===== src/rtl/sram_arbiter_2p.sv =====
// Two-port round-robin arbiter sharing one 32-bit SRAM controller.
// One owner at a time: grant, single-cycle strobe, wait for ACK (watchdog-bounded), complete.
module sram_arbiter_2p #(
   parameter int ADDR_W  = 18,
   parameter int TIMEOUT = 64
) (
   input  logic              i_clk,
   input  logic              i_reset,
   input  logic              i_REQ0,
   input  logic              i_REQ1,
   input  logic              i_WE0,
   input  logic              i_WE1,
   input  logic [ADDR_W-1:0] i_ADDR0,
   input  logic [ADDR_W-1:0] i_ADDR1,
   input  logic [31:0]       i_WDATA0,
   input  logic [31:0]       i_WDATA1,
   input  logic [3:0]        i_BMASK0,
   input  logic [3:0]        i_BMASK1,
   output logic [31:0]       o_RDATA0,
   output logic [31:0]       o_RDATA1,
   output logic              o_ACK0,
   output logic              o_ACK1,
   output logic              o_ERR0,
   output logic              o_ERR1,
   output logic [1:0]        o_GNT,
   output logic [ADDR_W-1:0] o_ADDR,
   output logic [31:0]       o_WDATA,
   output logic [3:0]        o_BMASK,
   output logic              o_WREN,
   output logic              o_RDEN,
   input  logic [31:0]       i_RDATA,
   input  logic              i_ACK
);

   localparam int CNT_W = (TIMEOUT > 1) ? $clog2(TIMEOUT) + 1 : 1;
   localparam logic [CNT_W-1:0] CNT_LAST = CNT_W'((TIMEOUT > 0) ? TIMEOUT - 1 : 0);
   localparam logic WDOG_EN = (TIMEOUT > 0);

   typedef enum logic [1:0] {
      IDLE  = 2'd0,
      ISSUE = 2'd1,
      WAIT  = 2'd2,
      DONE  = 2'd3
   } state_t;

   state_t              state_q, state_d;
   logic                last_q, last_d;
   logic                owner_q, owner_d;
   logic                we_q, we_d;
   logic [ADDR_W-1:0]   addr_q, addr_d;
   logic [31:0]         wdata_q, wdata_d;
   logic [3:0]          bmask_q, bmask_d;
   logic [CNT_W-1:0]    cnt_q, cnt_d;
   logic [1:0]          gnt_q, gnt_d;
   logic                wren_q, wren_d;
   logic                rden_q, rden_d;
   logic                ack0_q, ack0_d;
   logic                ack1_q, ack1_d;
   logic                err0_q, err0_d;
   logic                err1_q, err1_d;
   logic [31:0]         rdata0_q, rdata0_d;
   logic [31:0]         rdata1_q, rdata1_d;
   logic                pick_port;

   // State and output registers; last-grant resets to 1 so port 0 wins first contention.
   always_ff @(posedge i_clk) begin
      if (i_reset) begin
         state_q  <= IDLE;
         last_q   <= 1'b1;
         owner_q  <= 1'b0;
         we_q     <= 1'b0;
         addr_q   <= '0;
         wdata_q  <= 32'h0000_0000;
         bmask_q  <= 4'h0;
         cnt_q    <= '0;
         gnt_q    <= 2'b00;
         wren_q   <= 1'b0;
         rden_q   <= 1'b0;
         ack0_q   <= 1'b0;
         ack1_q   <= 1'b0;
         err0_q   <= 1'b0;
         err1_q   <= 1'b0;
         rdata0_q <= 32'h0000_0000;
         rdata1_q <= 32'h0000_0000;
      end else begin
         state_q  <= state_d;
         last_q   <= last_d;
         owner_q  <= owner_d;
         we_q     <= we_d;
         addr_q   <= addr_d;
         wdata_q  <= wdata_d;
         bmask_q  <= bmask_d;
         cnt_q    <= cnt_d;
         gnt_q    <= gnt_d;
         wren_q   <= wren_d;
         rden_q   <= rden_d;
         ack0_q   <= ack0_d;
         ack1_q   <= ack1_d;
         err0_q   <= err0_d;
         err1_q   <= err1_d;
         rdata0_q <= rdata0_d;
         rdata1_q <= rdata1_d;
      end
   end

   // Next-state and registered-output decode; pulses default low every cycle.
   always_comb begin
      state_d   = state_q;
      last_d    = last_q;
      owner_d   = owner_q;
      we_d      = we_q;
      addr_d    = addr_q;
      wdata_d   = wdata_q;
      bmask_d   = bmask_q;
      cnt_d     = cnt_q;
      gnt_d     = gnt_q;
      wren_d    = 1'b0;
      rden_d    = 1'b0;
      ack0_d    = 1'b0;
      ack1_d    = 1'b0;
      err0_d    = 1'b0;
      err1_d    = 1'b0;
      rdata0_d  = rdata0_q;
      rdata1_d  = rdata1_q;
      pick_port = 1'b0;

      case (state_q)
         IDLE: begin
            if (i_REQ0 && i_REQ1) begin
               pick_port = ~last_q;
            end else begin
               pick_port = i_REQ1;
            end
            if (i_REQ0 || i_REQ1) begin
               owner_d = pick_port;
               last_d  = pick_port;
               we_d    = pick_port ? i_WE1    : i_WE0;
               addr_d  = pick_port ? i_ADDR1  : i_ADDR0;
               wdata_d = pick_port ? i_WDATA1 : i_WDATA0;
               bmask_d = pick_port ? i_BMASK1 : i_BMASK0;
               gnt_d   = pick_port ? 2'b10 : 2'b01;
               cnt_d   = '0;
               state_d = ISSUE;
            end else begin
               state_d = IDLE;
            end
         end

         ISSUE: begin
            // The controller re-triggers on a held strobe, so this is the only cycle that raises it.
            wren_d  = we_q;
            rden_d  = ~we_q;
            state_d = WAIT;
         end

         WAIT: begin
            cnt_d = cnt_q + CNT_W'(1);
            if (i_ACK) begin
               state_d = DONE;
               if (owner_q) begin
                  rdata1_d = i_RDATA;
                  ack1_d   = 1'b1;
               end else begin
                  rdata0_d = i_RDATA;
                  ack0_d   = 1'b1;
               end
            end else if (WDOG_EN && (cnt_q == CNT_LAST)) begin
               state_d = DONE;
               if (owner_q) begin
                  rdata1_d = 32'h0000_0000;
                  ack1_d   = 1'b1;
                  err1_d   = 1'b1;
               end else begin
                  rdata0_d = 32'h0000_0000;
                  ack0_d   = 1'b1;
                  err0_d   = 1'b1;
               end
            end else begin
               state_d = WAIT;
            end
         end

         DONE: begin
            cnt_d   = '0;
            gnt_d   = 2'b00;
            state_d = IDLE;
         end

         default: begin
            gnt_d   = 2'b00;
            cnt_d   = '0;
            state_d = IDLE;
         end
      endcase
   end

   assign o_GNT    = gnt_q;
   assign o_ADDR   = addr_q;
   assign o_WDATA  = wdata_q;
   assign o_BMASK  = bmask_q;
   assign o_WREN   = wren_q;
   assign o_RDEN   = rden_q;
   assign o_ACK0   = ack0_q;
   assign o_ACK1   = ack1_q;
   assign o_ERR0   = err0_q;
   assign o_ERR1   = err1_q;
   assign o_RDATA0 = rdata0_q;
   assign o_RDATA1 = rdata1_q;

endmodule


===== config.mk =====
export PLATFORM = sky130hd
export DESIGN_NAME = sram_arbiter_2p
export DESIGN_NICKNAME = d
export VERILOG_FILES = /design/src/rtl/sram_arbiter_2p.sv
export SDC_FILE = /design/constraint.sdc
export NUM_CORES = 1
export LEC_CHECK = 0
export ABC_AREA = 1
export CELL_PAD_IN_SITES_DETAIL_PLACEMENT = 0
export CELL_PAD_IN_SITES_GLOBAL_PLACEMENT = 1
export CORE_UTILIZATION = 28
export CTS_CLUSTER_DIAMETER = 120
export CTS_CLUSTER_SIZE = 14
export DETAILED_ROUTE_END_ITERATION = 10
export GPL_ROUTABILITY_DRIVEN = 0
export PLACE_DENSITY_LB_ADDON = 0.1
export SLEW_MARGIN = 20
export SYNTH_ARGS = -nofsm -noshare
export SYNTH_HDL_FRONTEND = slang
export SYNTH_SLANG_ARGS = --single-unit
export TNS_END_PERCENT = 30

===== constraint.sdc =====
create_clock -name i_clk -period 1.7 [get_ports i_clk]
set_input_delay 0.255 -clock i_clk [delete_from_list [all_inputs] [get_ports i_clk]]
set_output_delay 0.255 -clock i_clk [all_outputs]
set_load 0.03 [all_outputs]

Yosys cells after proc, flatten, opt, wreduce, memory -nomap -nowiden
Cells that the tools add are included.
{ "totals": {"in_bits": 147, "out_inout_bits": 126, "reg_bits": 138, "elab_cells": 71} }
{ "op_classes": {"n_eq_ne": 5, "bitwise_logic": 5, "n_reduce_logical": 14, "addsub": 1, "muxes": 29} }
{ "ops": {"columns": ["cell", "n"], "rows": [
  ["two-way mux 32 bit", 9],
  ["case mux 7 bit (3 select lines)", 1],
  ["two-way mux 18 bit", 1],
  ["two-way mux 1 bit", 12],
  ["case mux 2 bit (4 select lines)", 1],
  ["adder 7 x 1 -> 7 bit, second input constant", 1],
  ["equality test 7 x 6 -> 1 bit, second input constant", 1],
  ["two-way mux 7 bit", 1],
  ["AND reduction 2 bit", 3],
  ["AND reduction 3 bit", 2],
  ["inverter 1 bit", 5],
  ["equality test 2 bit, second input constant", 2],
  ["two-way mux 2 bit", 2],
  ["two-way mux 4 bit", 1],
  ["case mux 2 bit (2 select lines)", 1],
  ["nonzero test 2 bit", 2],
  ["OR reduction 2 bit", 2],
  ["nonzero test 3 bit", 1],
  ["OR reduction 3 bit", 1],
  ["equality test 2 x 1 -> 1 bit, second input constant", 1],
  ["zero test 2 bit", 1],
  ["!= test 2 bit, second input constant", 1],
  ["logical AND 1 bit", 1],
  ["logical OR 1 bit", 1]
]} }

Logic depth before layout (Yosys ltp)
{ "logic_depth": {"depth_word": 6, "ltp_mapped": 10, "mapped_depth_nobuf": 9} }

Least setup slack after synthesis
Ideal clock, no wire load.
{ "synth_path": {"path_type": "reg2reg", "start": "register state_q[0]", "end": "register wdata_q[19] (netlist: o_WDATA[19])", "stages_incl_launch_ff": 9, "slack_ps": 228, "n_path_buf": 2, "period_less_slack_ps": 1472, "required_time_ps": 1564, "setup_time_ps": 136, "arrival_time_ps": 1335, "path_cell_list": "dfxtp_1 > inv_1 > ha_1 > o21ai_4 > inv_2 > buf_4 > buf_2 > o21ai_0 > a31oi_1"} }
{ "synth_between": {"elab_chain_cells": 2} }
{ "synth_rtl": {"columns": ["element", "line_no", "text"], "rows": [
  ["from (decl)", "46", "state_t state_q, state_d;"],
  ["from (signal assigned)", "86", "state_q <= state_d;"],
  ["zero test 2 bit", "127", "case (state_q)"],
  ["AND reduction 2 bit (no line)", null, null],
  ["to (signal assigned)", "91", "wdata_q <= wdata_d;"],
  ["to (decl)", "51", "logic [31:0] wdata_q, wdata_d;"]
]} }
No other way between the ends.
A chain may end at the register's enable or synchronous reset.

Worst setup path in the final report
{ "layout_path": {"start": "register rdata0_q[27] (netlist: o_RDATA0[27])", "end": "output o_RDATA0[27]"} }
{ "layout_lines": {"columns": ["element", "line_no", "text"], "rows": [
  ["from (decl)", "61", "logic [31:0] rdata0_q, rdata0_d;"],
  ["from (signal assigned)", "101", "rdata0_q <= rdata0_d;"],
  ["to (decl)", "19", "output logic [31:0] o_RDATA0,"]
]} }
No word-level cell between the ends.

==> results.ini <==
[clocking]
cts_tree = done
clock_sinks = 138
htree_levels = 4
root_buffer = clkbuf_16
cts.clk_slew.worst_paths_ns = 0.07
clkLatencyLatePin_ns = 0.42
clk_path_buf_depth = 2
numCtsBuffers = 17
cts_hold_buffers = 0

[layout]
drive_gt1_share_pct = 7.621
final_cell_count_no_fill = 1469
n_antenna_cell = 0
layout_common_cells = 314 x nand2_1, 152 x clkdlybuf4s50_1, 137 x dfxtp_1
final_common_cell = nand2_1
areaGrowthSynthToFinish_pct = 62.30
nets = 1334

[placement]
dpl_worst_slack_ns = -0.06067
hpwl_mm = 14.50
port_buffers = 272
dpl.cell_count = 1432

[global_route]
grt_pass1_vias = 5854
grt_max_degree = 43
grt_util_met1_pct = 21.97
grt-busiest-layer = met2
grt_pass1_wl_mm = 30.79
globalRouteMet3Util_pct = 7.713
grt_use_met2_pct = 27.94
antenna_found_initial = 1
grt_usage_pct = 17.95
grt-ovfl-total = 0

[critical_path]
worst-r2r-setup-slack_ns = 0.13
path_cells = clkdlybuf4s50_1
cp_data_arrival_time_ns = 1.40
end_kind = primary output
critical_path.slowest_cell = clkdlybuf4s50_1
cp-start-kind = register
crit_fanout = 2
worstReg2RegEnd = o_RDATA1[21]
critPathRequiredTime_ns = 1.44
slowest_delay_ns = 0.66
rr_worst_depth = 9
crit_family = buffers and inverters
crit-reg2reg-launch = cnt_q[1]
critPathKind = reg -> out
path_buf_inv = 1
path_depth = 1

[worst_hold_path]
hold_start = i_ADDR1[16]
min_path_cells = 3
hold_end = o_ADDR[16]
hold_path_class = in -> reg

[die]
rows = 53
die_h_microns = 149.6
die_x_microns = 149.6
pin_count = 273
core-area_sq_um = 21220
die-area_sq_um = 22390
start_util_pct = 28.76

[pwr]
leakage_nw = 5.291
peakVddDrop_v = 0.0006427
p_per_area_nw_per_um2 = 1159

[yosys]
avgSynthCellArea_sq_um = 6.744
ys_ff_latch = 138
synth_nets = 1058
netlist_area_sq_um = 6103
ys_seq_area_share_pct = 45.26
synth_cells = 905
synth.yosys.warnings = 0
yosysUniqueCellTypes = 26

[routing]
via_per_inst = 4.249
drc = 0
drt-initial-drc-count = 190
via_count = 6242
ant_nets = 0
post_drt_wl_per_cell_microns = 13.87
wl_mm = 20.38
drtPass1Iterations = 4

[run_status]
outcome = completed

[timing]
period_needed_ns = 1.656
fin_crit_sh_pct = 97.43
drv_slew = 0
hold_viol_final = 0
tightest_slew_ns = 0.4547
fin_ws_ns = 0.04365
slew_headroom_pct = 69.65
setup-violations-final = 0
fin_skew_ns = 0.01116
fmaxAchievable_mhz = 603.7

[run]
drv_cap = 0

==> stage by stage <==
step | total power [mW] | hold slack (ns) | utilization, % | instance area [sq um] | setup TNS (ns)
global route | 12.14 | 0.3971 | 46.68 | 9906 | -0.005152
CTS | 11.60 | 0.3761 | 45.97 | 9754 | 0
floorplan | 6.169 | 0.3244 | - | 6103 | 0
finish | 11.48 | 0.3917 | 46.68 | 9906 | 0
detailed placement | 7.939 | 0.4557 | 43.66 | 9264 | -0.5044
global placement | 7.956 | 0.4537 | 43.66 | 9264 | -0.1199
==> area by class of cell <==
class,count,area [sq um]
multi-input combinational,589,2624
inverter,124,466.7
tap,275,344.1
clock inverter,13,166.4
clock buffer,19,442.9
sequential,138,2764
fill,2233,11310
timing repair buffer,311,3098
==> routing by layer <==
layer / routed length, microns / part of all wire [%]
met1: 9059 / 44
met2: 9100 / 45
met3: 1889 / 9.3
met4: 317 / 1.6
met5: 13 / 0.064
==> worst max-delay path by stage <==
stage / from / end / slack [ns]
6_report: o_RDATA0[27] / o_RDATA0[27] / 0.04
5_1_grt: cnt_q[0] / o_RDATA1[13] / -0.005
4_1_cts: o_RDATA1[7] / o_RDATA1[7] / 0.001
3_5_place_dp: i_REQ0 / o_BMASK[3] / -0.06
3_3_place_gp: i_REQ1 / o_ADDR[9] / -0.01
2_1_floorplan: state_q[0] / o_WDATA[19] / 0.23
==> repair_timing <==
item / 4_1_cts / 5_1_grt
setup buffers: 0 / 2
gates cloned: 0 / 3
setup endpoints to repair: 95 / 90
pin swaps: 0 / 1
resized for setup: 95 / 32
==> Yosys cell counts <==
cell type	n	area, sq um
inv_2	3	11.26
buf_1	10	37.54
nor2_1	121	454.2
nand3_4	2	35.03
nor3_1	1	5.000
clkbuf_1	18	67.56
nand2_1	315	1182
nor4_1	2	12.51
buf_6	6	67.56
nand2_2	2	12.51
a21oi_1	10	50.05
o21ai_4	1	16.27
a31oi_1	55	344.1
buf_4	1	7.510
buf_2	20	100.1
nand2_4	1	11.26
o21ai_0	33	165.2
nor2_2	2	12.51
nand4_1	21	131.4
nor2_4	1	11.26
and3_1	1	6.260
o21ai_1	12	60.06
inv_1	121	454.2
ha_1	6	75.07
dfxtp_1	138	2763
nand3_1	2	10.01
==> sequential cells by signal, indices dropped and copies added, names as in the netlist <==
register,flops
o_WDATA,32
o_RDATA1,32
o_ERR0,1
o_ACK0,1
state_q,2
last_q,1
o_RDATA0,32
o_ACK1,1
o_BMASK,4
o_WREN,1
we_q,1
owner_q,1
o_RDEN,1
o_ERR1,1
o_ADDR,18
o_GNT,2
cnt_q,7
==> kinds of logic (layout without fill, tap and decap cells) <==
| kind of cell | Yosys count | count (layout) | share of synthesized area, % |
|---|---|---|---|
| simple gates | 471 | 472 | 30.87 |
| buf+inv | 179 | 467 | 12.22 |
| flops | 138 | 138 | 45.26 |
| compound gates | 111 | 111 | 10.41 |
| fa+ha+maj | 6 | 6 | 1.230 |
==> worst register-to-register path, cell delays in order, from the launching register on <==
cell and delay [ns]:
dfxtp_2 0.35, ha_2 0.18, nand2_2 0.08, nor2_4 0.10, nand2_2 0.10, nand2_4 0.13, nand3_4 0.15, clkbuf_16 0.23
nor2_1 0.09, nor2_1 0.05
==> power breakdown <==
group          internal [mW]  total, mW  switching, mW
sequential              3.70       3.94          0.236
combinational           1.40       3.68           2.28
clock                   2.36       3.86           1.50
total                   7.47       11.5           4.02
No activity file was read; power rests on OpenSTA's default activity.
